## config.mk

```make
export PLATFORM = sky130hd
export DESIGN_NAME = count_step_monitor
export DESIGN_NICKNAME = d
export VERILOG_FILES = /design/src/rtl/count_step_monitor.sv
export SDC_FILE = /design/constraint.sdc
export NUM_CORES = 1
export LEC_CHECK = 0
export CAP_MARGIN = 15
export CORE_MARGIN = 2
export CORE_UTILIZATION = 50
export DETAILED_ROUTE_END_ITERATION = 10
export MAX_ROUTING_LAYER = met4
export PLACE_DENSITY = 0.89
export SYNTH_ARGS = -nofsm -noshare
export SYNTH_HDL_FRONTEND = slang
export SYNTH_SLANG_ARGS = --single-unit
```

## constraint.sdc

```tcl
create_clock -name clk -period 2.8 [get_ports clk]
set_clock_uncertainty 0.1 [all_clocks]
set_input_delay 0.56 -clock clk [delete_from_list [all_inputs] [get_ports clk]]
set_output_delay 0.56 -clock clk [all_outputs]
set_load 0.05 [all_outputs]
```

## src/rtl/count_step_monitor.sv

```systemverilog
// ---------------------------------------------------------------------------
// count_step_monitor
//
// Watches the 2-bit output of an upstream up/down counter together with the
// direction that was applied to it. Every accepted sample is compared with the
// previous one: a hold or a single step in the previously applied direction is
// legal, and anything else is an illegal step. Legal 3->0 (up) and 0->3 (down)
// transitions are reported as wraps, and each kind is counted.
//
// Sample qualification:
//   valid_in is a one-way strobe with no back-pressure; the block is always
//   ready. z_in, dir_in and clr_err are acted on only in a cycle where
//   valid_in=1. In a cycle with valid_in=0, all state holds and the wrap
//   pulses drop to 0.
//
// Ports:
//   clk          in   clock; every register updates on its rising edge
//   reset        in   synchronous, active-high; returns to SYNC and clears all
//   z_in[1:0]    in   count value from the upstream counter
//   dir_in       in   direction applied upstream (1 = down, 0 = up)
//   valid_in     in   sample strobe
//   clr_err      in   clears err / err_cnt and leaves FAULT (loses to an
//                     illegal step in the same sample)
//   wrap_up      out  one-cycle pulse after a legal 3->0 with dir_prev=0
//   wrap_dn      out  one-cycle pulse after a legal 0->3 with dir_prev=1
//   wrap_up_cnt  out  up-wrap count, free-running modulo 2^CNT_W
//   wrap_dn_cnt  out  down-wrap count, free-running modulo 2^CNT_W
//   err          out  1 exactly while in FAULT
//   err_cnt      out  illegal-step count, saturating at 2^ERR_W-1
//   state_dbg_o  out  current FSM state (0 = SYNC, 1 = TRACK, 2 = FAULT)
//
// All outputs are registered. Each output reflects the sample taken at the
// previous clock edge.
// ---------------------------------------------------------------------------
module count_step_monitor #(
  parameter int CNT_W = 8,
  parameter int ERR_W = 4
) (
  input  logic             clk,
  input  logic             reset,
  input  logic [1:0]       z_in,
  input  logic             dir_in,
  input  logic             valid_in,
  input  logic             clr_err,
  output logic             wrap_up,
  output logic             wrap_dn,
  output logic [CNT_W-1:0] wrap_up_cnt,
  output logic [CNT_W-1:0] wrap_dn_cnt,
  output logic             err,
  output logic [ERR_W-1:0] err_cnt,
  output logic [1:0]       state_dbg_o
);

  typedef enum logic [1:0] {
    ST_SYNC  = 2'd0,
    ST_TRACK = 2'd1,
    ST_FAULT = 2'd2
  } state_e;

  localparam logic [CNT_W-1:0] CNT_ONE = {{(CNT_W-1){1'b0}}, 1'b1};
  localparam logic [ERR_W-1:0] ERR_ONE = {{(ERR_W-1){1'b0}}, 1'b1};
  localparam logic [ERR_W-1:0] ERR_MAX = {ERR_W{1'b1}};

  // Registered state and outputs.
  state_e           state_q;
  logic [1:0]       z_prev_q;
  logic             dir_prev_q;
  logic             wrap_up_q;
  logic             wrap_dn_q;
  logic [CNT_W-1:0] wrap_up_cnt_q;
  logic [CNT_W-1:0] wrap_dn_cnt_q;
  logic             err_q;
  logic [ERR_W-1:0] err_cnt_q;

  // Step classification of the current input against the stored sample.
  logic [1:0]       z_exp;
  logic             step_hold;
  logic             step_legal;
  logic             step_up_wrap;
  logic             step_dn_wrap;
  logic [ERR_W-1:0] err_cnt_inc;

  always_comb begin
    z_exp        = 2'd0;
    step_hold    = 1'b0;
    step_legal   = 1'b0;
    step_up_wrap = 1'b0;
    step_dn_wrap = 1'b0;
    err_cnt_inc  = err_cnt_q;

    // The expected value follows the direction stored with the previous
    // sample; a direction change on dir_in only matters for the next step.
    if (dir_prev_q) begin
      z_exp = z_prev_q - 2'd1;
    end else begin
      z_exp = z_prev_q + 2'd1;
    end

    step_hold  = (z_in == z_prev_q);
    step_legal = step_hold || (z_in == z_exp);

    // A wrap is just a legal step across the 3/0 boundary. A hold never
    // matches here because z_in differs from z_prev_q in both cases.
    step_up_wrap = !dir_prev_q && (z_prev_q == 2'd3) && (z_in == 2'd0);
    step_dn_wrap =  dir_prev_q && (z_prev_q == 2'd0) && (z_in == 2'd3);

    if (err_cnt_q != ERR_MAX) begin
      err_cnt_inc = err_cnt_q + ERR_ONE;
    end
  end

  // Single FSM process: state, history and all registered outputs.
  always_ff @(posedge clk) begin
    if (reset) begin
      state_q       <= ST_SYNC;
      z_prev_q      <= 2'd0;
      dir_prev_q    <= 1'b0;
      wrap_up_q     <= 1'b0;
      wrap_dn_q     <= 1'b0;
      wrap_up_cnt_q <= '0;
      wrap_dn_cnt_q <= '0;
      err_q         <= 1'b0;
      err_cnt_q     <= '0;
    end else begin
      // Wrap indications are single-cycle pulses.
      wrap_up_q <= 1'b0;
      wrap_dn_q <= 1'b0;

      if (valid_in) begin
        // History always follows the latest accepted sample, which also
        // resynchronises tracking after an illegal step.
        z_prev_q   <= z_in;
        dir_prev_q <= dir_in;

        unique case (state_q)
          ST_SYNC: begin
            // First sample after reset only establishes history.
            state_q <= ST_TRACK;
            err_q   <= 1'b0;
          end

          ST_TRACK, ST_FAULT: begin
            if (!step_legal) begin
              // Illegal step beats a simultaneous clear: the count restarts
              // at one rather than being incremented.
              state_q <= ST_FAULT;
              err_q   <= 1'b1;
              if (clr_err) begin
                err_cnt_q <= ERR_ONE;
              end else begin
                err_cnt_q <= err_cnt_inc;
              end
            end else begin
              if (step_up_wrap) begin
                wrap_up_q     <= 1'b1;
                wrap_up_cnt_q <= wrap_up_cnt_q + CNT_ONE;
              end
              if (step_dn_wrap) begin
                wrap_dn_q     <= 1'b1;
                wrap_dn_cnt_q <= wrap_dn_cnt_q + CNT_ONE;
              end
              if (clr_err) begin
                state_q   <= ST_TRACK;
                err_q     <= 1'b0;
                err_cnt_q <= '0;
              end
            end
          end

          default: begin
            // Unreachable encoding: recover through SYNC.
            state_q <= ST_SYNC;
            err_q   <= 1'b0;
          end
        endcase
      end
    end
  end

  assign wrap_up     = wrap_up_q;
  assign wrap_dn     = wrap_dn_q;
  assign wrap_up_cnt = wrap_up_cnt_q;
  assign wrap_dn_cnt = wrap_dn_cnt_q;
  assign err         = err_q;
  assign err_cnt     = err_cnt_q;
  assign state_dbg_o = state_q;

endmodule

```

# Yosys cells after proc, flatten, opt, wreduce, memory -nomap -nowiden

Index checks and enable logic that the tools add are counted.

Add/subtract/negate cells: 5
$mul: 0
Div/mod/pow operators: 0
$lt $le $gt $ge: 0
Equal/unequal tests: 9
Shift-type cells: 0
Mux-type cells: 13
Bitwise gates (word level): 3
Reductions and logical operators: 16

Operator list:

| operator            | number |
|---|---|
| $add 8x1->8 const B | 2 |
| $mux 4              | 4 |
| $reduce_and 4->1    | 3 |
| $eq 2x2->1 const B  | 3 |
| $logic_not 2->1     | 3 |
| $mux 2              | 3 |
| $mux 1              | 5 |
| $add 4x1->4 const B | 1 |
| $eq 2x2->1          | 2 |
| $logic_and 1x1->1   | 4 |
| $ne 4x4->1 const B  | 1 |
| $pmux 2 s2          | 1 |
| $reduce_or 4->1     | 1 |
| $ne 3x3->1 const B  | 1 |
| $not 1->1           | 3 |
| $add 2x1->2 const B | 1 |
| $eq 2x1->1 const B  | 1 |
| $ne 2x2->1 const B  | 1 |
| $reduce_and 2->1    | 1 |
| $reduce_bool 2->1   | 1 |
| $reduce_or 2->1     | 1 |
| $sub 2x1->2 const B | 1 |
| $logic_not 1->1     | 1 |
| $logic_or 1x1->1    | 1 |

Flip-flop bits (word level): 28
Bits in latches: 0
Bits in writable memories: 0
Memory bits (read-only): 0
Input port bits: 7
Output and inout port bits: 25
Logic and storage cells: 55
Memories kept: 0

# Longest topological paths before layout

Gate-level depths: netlist of the first run.

Depth in word-level cells: 6
Gate-level depth with buffers: 6
Mapped depth without buffers: 6

# Worst setup path before layout of the first run

Ideal clock, no wire load.

Kind: flip-flop to flip-flop
Start: register state_q[0] (netlist: state_dbg_o[0])
End: register wrap_dn_cnt_q[7] (netlist: wrap_dn_cnt[7])
Arrival time: 2250 ps
Data required time: 2630 ps
Path slack: 380 ps
Cell stages (with the launch flop): 7
Buffers on the path: 0
Cells stage by stage: dfxtp_1 inv_1 ha_1 nand2_2 or4_4 or3_1 a21oi_1

Longest elaborated chain between the ends: 3
Elaborated cells between the ends (all ways): 4
Classes of those cells: eq/ne (2); reduce/logical (2)

Ends and longest elaborated chain:

| what                                            | line | text |
|---|---|---|
| start, declared                                 | 65   | `state_e state_q;` |
| start signal, assigned                          | 115  | `state_q <= ST_SYNC;` |
| start signal, assigned                          | 138  | `state_q <= ST_TRACK;` |
| start signal, assigned                          | 146  | `state_q <= ST_FAULT;` |
| $eq 2x1->1 / $eq 2x2->1 (equally long branches) | 135  | `unique case (state_q)` |
| $reduce_or 2->1 (*)                             | 135  |  |
| $reduce_and 4->1 (no line) (*)                  | n/a  |  |
| end signal, assigned                            | 160  | `wrap_dn_cnt_q <= wrap_dn_cnt_q + CNT_ONE;` |
| end, declared                                   | 71   | `logic [CNT_W-1:0] wrap_dn_cnt_q;` |

Mark *: on every way between the ends. The rest lies on a longest branch, timed or not.
A chain may end at the register's enable or synchronous reset.

# Worst setup path after layout of the first run

Start: input z_in[0]
End: register err_cnt_q[2] (netlist: err_cnt[2])

Longest elaborated chain between the ends: 4
Elaborated cells between the ends (all ways): 6
Classes of those cells: eq/ne (3); mux (1); reduce/logical (2)

Ends and longest elaborated chain:

| what                          | line    | text |
|---|---|---|
| start, declared               | 41      | `input logic [1:0] z_in,` |
| $eq 2x2->1 (on tied branches) | 99, 100 |  |
| $logic_or 1x1->1 (*)          | 100     | `step_legal = step_hold \|\| (z_in == z_exp);` |
| $ne 2x2->1 (no line)          | n/a     |  |
| $reduce_and 4->1 (no line)    | n/a     |  |
| end signal, assigned          | 151     | `err_cnt_q <= err_cnt_inc;` |
| end, declared                 | 73      | `logic [ERR_W-1:0] err_cnt_q;` |

Marked as above.

==> summary.md, run 1 <==
| Metric | Value |
|---|---|
| Status | finished clean |
| Synth Register Bits | 27 |
| Worst min path class | reg -> reg |
| Post-DP Area | 1810 um2 |
| Hpwl dp | 2.49 mm |
| Fillers | 230 |
| CTS sink count | 27 |
| Max frequency | 420 MHz |
| Setup TNS | 0 ns |
| Critical Path RT | 2.92 ns |
| CTS max path bufs | 2 |
| Area of the core | 2780 um2 |
| Hold worst-path end | wrap_dn_cnt[7] |
| Postcts setup bufs | 0 |
| R2r endpoint | wrap_dn_cnt[5] |
| Routability Congestion | 0.780 |
| R2R Setup Slk | 0.49 ns |
| Kind of critical path | in -> reg |
| Initial antenna violation count | 0 |
| Vias in the first global route | 1332 |
| Root Buffer | clkbuf_4 |
| Final WL | 3.43 mm |
| Initial Util | 53.2% |
| Mapped cell area | 1480 um2 |
| Final net count | 212 |
| Crit. End Element | flop |
| Drt first pass iters | 4 |
| YS warnings | 0 |
| CTS buffer count | 3 |
| Synth-to-layout area growth | 24.7% |
| Post-CTS Resized | 0 |
| Largest net degree at the start of global routing | 26 |
| Avg WL per Cell | 14.9 um |
| Diodes inserted | 0 |
| Min Hold Slack | 0.409 ns |
| Cts hold-fix bufs | 0 |
| Iteration-0 DRC Markers | 40 |
| Max-cap viol count | 0 |
| Via count | 1377 |
| Clock slew at reported path FFs | 0.15 ns |
| Synth top area share | 36.5% |
| Die Width | 58.4 um |
| Post-Syn Area per Cell | 8.80 um2 |
| Worst Path Arrival | 2.50 ns |
| Final min period | 2.38 ns |
| Cell area after layout | 1840 um2 |
| P per Cell Area | 384 nW/um2 |
| Hold Vio Cnt, Final | 0 |
| Number of H-tree levels | 1 |
| Die Y | 58.4 um |
| Share of cells above drive strength 1 | 8.54% |
| Synth unique cells | 44 |
| Worst Hold Path Cells | 2 |
| CTS tree | yes |
| Worst r2r src | state_dbg_o[1] |
| Worst rel slew slack | 66.3% |
| Final setup fails | 0 |
| Clock Latency Late Sink | 0.33 ns |
| Net Count, Synth | 180 |
| FF-to-FF path depth | 6 |
| Via density | 5.99 |
| Post-route ant nets | 0 |
| Nature of the critical path startpoint | input pin |
| Yosys top cell by area | dfxtp_1 |
| Most common cell after layout, fill and taps aside | clkdlybuf4s50_1 |
| IO Pins | 32 |
| Synth area leaders | dfxtp_1 (37%), xnor2_1 (5.3%), ha_1 (4.2%) |
| Crit Path Max Fanout | 8 |
| Port Buffers | 31 |
| Ys async rst share | 0% |
| GR Overflow Total | 0 |
| Row count | 19 |
| Drt drc | 0 |
| RSZ-0062 raised after global routing | false |
| Slew @ Worst Pin | 0.505 ns |
| Syn Inst Count | 168 |
| Static leakage | 0.639 nW |
| Hold Startpoint | wrap_dn_cnt[7] |
| GRT Total Usage | 22.2% |
| Post-synthesis sequential area ratio | 36.5% |
| Tcrit/Tclk final | 85.0% |
| Worst VDD drop | 0.292 mV |
| Most frequent cells in the layout | clkdlybuf4s50_1 (31), dfxtp_1 (27), nor2_1 (16) |
| Slew Viols, Final | 0 |
| Die area | 3410 um2 |
| First-pass GRT wire length | 5.83 mm |
| Synth Flop Type | dfxtp_1 |
| Post-synth EDFFs | 0 |
## layer usage
metal | wire length [um] | vias up | GRT usage [%]
met5 | 0 | - | -
met4 | 66 | 0 | 7.97
met3 | 183 | 8 | 4.18
met2 | 1670 | 51 | 37.4
met1 | 1510 | 640 | 26.3
li1 | - | 678 | -
## cell families (layout without fill, tap and decap cells)
logic type	count (synthesis)	count (layout)	synth area share (%)
AO/OA/AOI/OAI	32	32	15.4
XOR/XNOR	10	10	5.92
adder cells (fa/ha/maj)	5	5	4.23
buffers and inverters	18	49	4.99
flip-flops	27	27	36.5
multiplexers	6	6	4.06
AND/OR/NAND/NOR	70	70	28.9
## layout make-up
cell class,count,area (um2),area share [%]
Clock inverter,1,7.51,0.407
Sequential cell,27,541,29.3
Tap cell,31,38.8,2.10
Clock buffer,3,22.5,1.22
Timing Repair Buffer,33,325,17.6
Multi-Input combinational cell,123,865,46.9
Inverter,12,45.0,2.44
## synthesized netlist by cell type, types with 2 or more instances
master	count
a2111oi_2	2
a21oi_1	9
a31o_2	2
and3_1	5
and3b_1	3
buf_2	2
clkbuf_1	3
dfxtp_1	27
ha_1	5
inv_1	12
mux2i_1	6
nand2_1	7
nand3_1	4
nand3b_1	3
nand4_1	6
nand4b_1	3
nor2_1	16
nor3_1	3
nor3_2	2
nor4_1	4
o211ai_1	3
o21ai_0	7
o31ai_1	2
or3_1	3
or3b_1	2
xnor2_1	9
## power by group
group	internal (mW)	switching [mW]
clock	0.0546	0.121
combinational	0.0475	0.0838
sequential	0.392	0.0102
total	0.494	0.215
## how the worst max path moves through the flow
stage	from	end	cells after the start
floorplan	state_dbg_o[0]	wrap_dn_cnt[7]	6
global placement	z_in[0]	err_cnt[3]	5
detailed placement	z_in[0]	err_cnt[2]	5
CTS	wrap_up_cnt[3]	wrap_up_cnt[3]	1
global route	z_in[0]	err_cnt[2]	5
finish	z_in[0]	err_cnt[2]	5
## metrics by stage
stage | power (mW) | util (%) | cells | setup WS [ns]
2_1_floorplan | 0.498 | - | 168 | 0.380
3_3_place_gp | 0.534 | 65.2 | 226 | 0.287
3_5_place_dp | 0.539 | 65.2 | 226 | 0.128
4_1_cts | 0.714 | 66.3 | 230 | 0.457
5_1_grt | 0.738 | 66.3 | 230 | 0.354
6_report | 0.709 | 66.3 | 230 | 0.419
## sequential cells by signal, indices dropped and copies added, names as in the netlist
signal and flops:
dir_prev_q 1, err_cnt 4, state_dbg_o 2, wrap_dn 1
wrap_dn_cnt 8, wrap_up 1, wrap_up_cnt 8, z_prev_q 2
## critical path, cell delays in order
cell,delay (ns)
clkdlybuf4s50_1,0.56
or3b_1,0.53
a21oi_4,0.28
o21ai_1,0.14
a2111oi_2,0.43
Note: power is estimated with default switching activity, not from simulation.
==> inputs of run 2 (changes only) <==
CORE_UTILIZATION = 61   (was 50)
CTS_CLUSTER_DIAMETER = 60   (was default)
DONT_BUFFER_PORTS = 1   (was default)
PLACE_DENSITY = 0.87   (was 0.89)
==> run 2 against run 1 <==
Compared with the run above: global-route usage rose by 2.6 points; via count fell by 9.9%; first-iteration DRC count fell by 73%; setup slack improved by 0.20 ns.
==> summary.md, run 2 (same netlist as run 1, synthesis figures left out) <==
| Metric | Value |
|---|---|
| R2r endpoint | wrap_dn_cnt[7] |
| Slew Viols, Final | 0 (unchanged) |
| Status | finished clean |
| Iteration-0 DRC Markers | 11 (-73%) |
| Crit Path Max Fanout | 6 (-2) |
| R2R Setup Slk | 0.62 ns (+0.13 ns) |
| First-pass GRT wire length | 5.05 mm (-13%) |
| CTS max path bufs | 2 (unchanged) |
| Final net count | 185 (-13%) |
| Worst r2r src | state_dbg_o[0] |
| Postcts setup bufs | 0 (unchanged) |
| Clk pwr share | 25.4% (+0.6 points) |
| Comb pwr share | 14.7% (-3.8 points) |
| Drt drc | 0 (unchanged) |
| Port Buffers | 0 (-100%) |
| RSZ-0062 raised after global routing | false |
| Tcrit/Tclk final | 77.9% (-7.1 points) |
| Initial antenna violation count | 0 (unchanged) |
| Synth-to-layout area growth | 5.33% |
| Critical Path RT | 2.97 ns (+0.05 ns) |
| Sequential share of power | 59.9% (+3.2 points) |
| Root Buffer | clkbuf_4 |
| GRT Total Usage | 24.8% (+2.6 points) |
| Die Y | 53.2 um (-8.8%) |
| Max-cap viol count | 0 (unchanged) |
| Vias in the first global route | 1243 (-6.7%) |
| GR Overflow Total | 0 (unchanged) |
| Clock slew at reported path FFs | 0.14 ns (about the same) |
| Dpl cells | 196 (-13%) |
| Die Width | 53.2 um (-8.8%) |
| Setup crit start | state_dbg_o[0] |
| Internal power | 0.479 mW (-3.0%) |
| Final min period | 2.18 ns (-0.199 ns) |
| Routability Congestion | 0.832 (+6.6%) |
| Diodes inserted | 0 (unchanged) |
| Worst VDD drop | 0.405 mV (+38%) |
| Final setup fails | 0 (unchanged) |
| Most common cell after layout, fill and taps aside | dfxtp_1 |
| Cts hold-fix bufs | 0 (unchanged) |
| Worst Path Arrival | 2.35 ns (-0.15 ns) |
| Worst min path class | in -> reg |
| Initial Util | 65.6% (+12 points) |
| P_sw | 0.194 mW (-9.6%) |
| Post-route ant nets | 0 (unchanged) |
| CTS buffer count | 3 (unchanged) |
| Most frequent cells in the layout | dfxtp_1 (27), nor2_1 (16), inv_1 (12) |
| Hpwl dp | 2.27 mm (-8.8%) |
| FF-to-FF path depth | 6 (unchanged) |
| Nature of the critical path startpoint | flop |
| CTS sink count | 27 (unchanged) |
| CTS tree | yes |
| Kind of critical path | reg -> reg |
| Worst rel slew slack | 55.5% (-11 points) |
| Fillers | 199 (-13%) |
| Post-CTS Resized | 0 (unchanged) |
| Area of the core | 2250 um2 (-19%) |
| Avg WL per Cell | 15.0 um (+0.49%) |
| Final WL | 3.00 mm (-13%) |
| Setup crit end | wrap_dn_cnt[7] |
| Drt first pass iters | 4 (unchanged) |
| Hold Vio Cnt, Final | 0 (unchanged) |
| Share of cells above drive strength 1 | 12.2% (+3.7 points) |
| Setup TNS | 0 ns (unchanged) |
| Slew @ Worst Pin | 0.667 ns (+0.162 ns) |
| Row count | 17 (-2) |
| Via density | 6.21 (+3.6%) |
| Crit. End Element | flop |
| Switching share of power | 28.8% (-1.5 points) |
| IO Pins | 32 (unchanged) |
| P per Cell Area | 432 nW/um2 (+12%) |
| Clock Latency Late Sink | 0.33 ns (about the same) |
| Max frequency | 458 MHz (+9.1%) |
| Number of H-tree levels | 1 (unchanged) |
| Layout Cells excl Fill | 200 (-13%) |
| Via count | 1241 (-9.9%) |
| Largest net degree at the start of global routing | 27 (+3.8%) |
| Die area | 2830 um2 (-17%) |
| Static leakage | 0.557 nW (-13%) |
==> run 2: worst min path at each step <==
stage	endpoint	cells past startpoint	from	slack, ns
floorplan	z_prev_q[0]	2	z_prev_q[0]	0.43
global placement	z_prev_q[1]	2	z_prev_q[1]	0.46
detailed placement	z_prev_q[0]	2	z_prev_q[0]	0.47
CTS	wrap_dn_cnt[6]	1	reset	0.17
global route	wrap_dn_cnt[6]	1	reset	0.15
finish	wrap_dn_cnt[6]	1	reset	0.17
==> run 2: area by class of cell <==
class | count | area (um2) | share of cell area (%)
tap | 28 | 35.0 | 2.25
multi-input combinational | 123 | 865 | 55.5
timing repair buffer | 6 | 45.0 | 2.89
inverter | 12 | 45.0 | 2.89
clock inverter | 1 | 5.00 | 0.321
sequential | 27 | 541 | 34.7
clock buffer | 3 | 22.5 | 1.45
==> run 2: power groups by stage <==
stage	Sequential [mW]	Clock, mW	Combinational [mW]
floorplan	0.425	0	0.0723
global placement	0.411	0	0.0957
detailed placement	0.412	0	0.0983
CTS	0.403	0.175	0.0990
global route	0.405	0.189	0.109
finish	0.404	0.171	0.0990
==> run 2: layer usage <==
metal  wire (um)  vias up  track usage (%)
li1            -      621                -
met1        1260      585             26.0
met2        1520       30             43.4
met3         179        5             7.34
met4          36        0             9.40
met5           0        -                -
==> run 2: stage by stage <==
stage	hold slack (ns)	power, mW	setup slack [ns]	instance area (um2)	util (%)
after floorplan	0.434	0.498	0.380	1480	-
after global routing	0.149	0.703	0.489	1560	69.1
after detailed placement	0.467	0.510	0.664	1530	67.9
after global placement	0.457	0.507	0.760	1530	67.9
final	0.174	0.674	0.618	1560	69.1
after CTS	0.171	0.677	0.623	1560	69.1
==> run 2: worst max-delay path: stages (launching register included) <==
cell,delay (ns)
dfxtp_1,0.36
inv_1,0.06
ha_1,0.38
nand2_2,0.13
or4_4,0.58
or3_1,0.36
a21oi_1,0.16
==> inputs of run 3 (changes only) <==
CORE_UTILIZATION = 56   (was 61)
PLACE_DENSITY = 0.84   (was 0.87)
clock period = 2 ns   (was 2.8 ns; I/O delays follow)
==> run 3 against run 2 <==
Compared with the run above: sequential share of layout area fell by 2.4 points; global-route usage is 2.5 points lower; register-to-register slack lost 0.49 ns; combinational power grew 74%; die area up 8.2%; wire length increased by 8.6%.
==> summary.md, run 3 (same netlist as run 1, synthesis figures left out) <==
| Metric | Value |
|---|---|
| Layout Cells excl Fill | 216 (+8.0%) |
| Cell area after layout | 1700 um2 (+9.0%) |
| IO Pins | 32 (unchanged) |
| Hold Vio Cnt, Final | 0 (unchanged) |
| GR Overflow Total | 0 (unchanged) |
| Final min period | 1.87 ns (-0.313 ns) |
| Initial Util | 59.2% (-6.4 points) |
| Place WS | 0.0681 ns (-0.596 ns) |
| Routability Congestion | 0.899 (+8.1%) |
| Crit Path Max Fanout | 6 (unchanged) |
| Crit. End Element | flop |
| Nature of the critical path startpoint | flop |
| P per Cell Area | 574 nW/um2 (+33%) |
| CTS sink count | 27 (unchanged) |
| Kind of critical path | reg -> reg |
| Worst Path Arrival | 2.04 ns (-0.31 ns) |
| Area of the core | 2500 um2 (+11%) |
| Tcrit/Tclk final | 93.5% (+16 points) |
| Max-cap viol count | 0 (unchanged) |
| Drt drc | 0 (unchanged) |
| Via density | 6.07 (-2.2%) |
| Worst VDD drop | 0.433 mV (+7.0%) |
| Iteration-0 DRC Markers | 42 (+31) |
| Worst min path class | in -> reg |
| Most common cell after layout, fill and taps aside | dfxtp_1 |
| Most frequent cells in the layout | dfxtp_1 (25), buf_4 (20), nor2_1 (16) |
| Drt first pass iters | 4 (unchanged) |
| Root Buffer | clkbuf_4 |
| CTS tree | yes |
| Clock Latency Late Sink | 0.33 ns (about the same) |
| Synth-to-layout area growth | 14.8% |
| Static leakage | 0.639 nW (+15%) |
| Dpl cells | 211 (+7.7%) |
| R2R Setup Slk | 0.13 ns (-0.49 ns) |
| Post-route ant nets | 0 (unchanged) |
| Vias in the first global route | 1252 (+0.72%) |
| Final net count | 199 (+7.6%) |
| Diodes inserted | 0 (unchanged) |
| Avg WL per Cell | 15.1 um (+0.59%) |
| CTS buffer count | 3 (unchanged) |
| Max frequency | 535 MHz (+17%) |
| Share of cells above drive strength 1 | 21.0% (+8.8 points) |
| Largest net degree at the start of global routing | 27 (unchanged) |
| Row count | 18 (+1) |
| Worst setup margin | 0.131 ns (-0.487 ns) |
| Via count | 1311 (+5.6%) |
| Number of H-tree levels | 1 (unchanged) |
| First-pass GRT wire length | 5.44 mm (+7.8%) |
| Die Width | 55.4 um (+4.0%) |
| Port Buffers | 0 (unchanged) |
| Post-DP Area | 1660 um2 (+8.3%) |
| Worst rel slew slack | 63.1% (+7.6 points) |
| Final WL | 3.26 mm (+8.6%) |
| Status | finished clean |
| GRT Total Usage | 22.2% (-2.5 points) |
| Die Y | 55.4 um (+4.0%) |
| Clock slew at reported path FFs | 0.14 ns (about the same) |
| Die area | 3070 um2 (+8.2%) |
| CTS max path bufs | 2 (unchanged) |
| Slew Viols, Final | 0 (unchanged) |
| Initial antenna violation count | 0 (unchanged) |
| Slew @ Worst Pin | 0.553 ns (-0.114 ns) |
| Critical Path RT | 2.17 ns (-0.80 ns) |
| Hpwl dp | 2.43 mm (+7.0%) |
| Final setup fails | 0 (unchanged) |
| Total Power | 0.974 mW (+45%) |
| Cts hold-fix bufs | 0 (unchanged) |
[run 3: layout make-up]
class	count	area, um2
multi-input combinational	123	888
fill	184	802
sequential	27	548
timing repair buffer	20	150
inverter	12	47.5
tap	30	37.5
clock buffer	4	26.3
[run 3: routing by layer]
layer / wire length [um] / share of wire [%] / track usage, %
met1: 1400 / 43 / 26.4
met5: 0 / 0 / -
met4: 51 / 1.6 / 9.06
met2: 1630 / 50 / 36.7
met3: 170 / 5.2 / 4.45
[run 3: stage by stage]
step / hold slack (ns) / utilization, % / TNS [ns]
after floorplan: 0.434 / - / 0
after global placement: 0.370 / 66.3 / 0
after detailed placement: 0.374 / 66.3 / 0
after CTS: 0.00419 / 67.4 / 0
after global routing: 0.0000423 / 67.9 / -0.000223
final: 0.0118 / 67.9 / 0
[run 3: timing repair]
item | 4_1_cts | 5_1_grt
setup buffers | 0 | 1
setup endpoints to repair | 0 | 4
resized for setup | 0 | 1
[run 3: worst max-delay path, stage by stage (launching register included)]
cell and delay (ns):
dfxtp_4 0.39, inv_4 0.04, ha_4 0.29, nand2_4 0.08
or4_4 0.45, or3_1 0.32, a21oi_1 0.14
[run 3: final timing paths]
kind	end	cells past startpoint	startpoint
setup / recovery	wrap_dn_cnt[5]	6	state_dbg_o[0]
hold / removal	state_dbg_o[1]	1	reset
setup reg to reg	wrap_dn_cnt[5]	6	state_dbg_o[0]
hold reg to reg	wrap_dn_cnt[5]	2	wrap_dn_cnt[5]
[run 3: power by group]
part	switching, mW	internal, mW	total, mW	leakage, nW
Combinational	0.107	0.0658	0.172	0.405
Sequential	0.0131	0.550	0.563	0.220
Clock	0.161	0.0784	0.239	0.0150
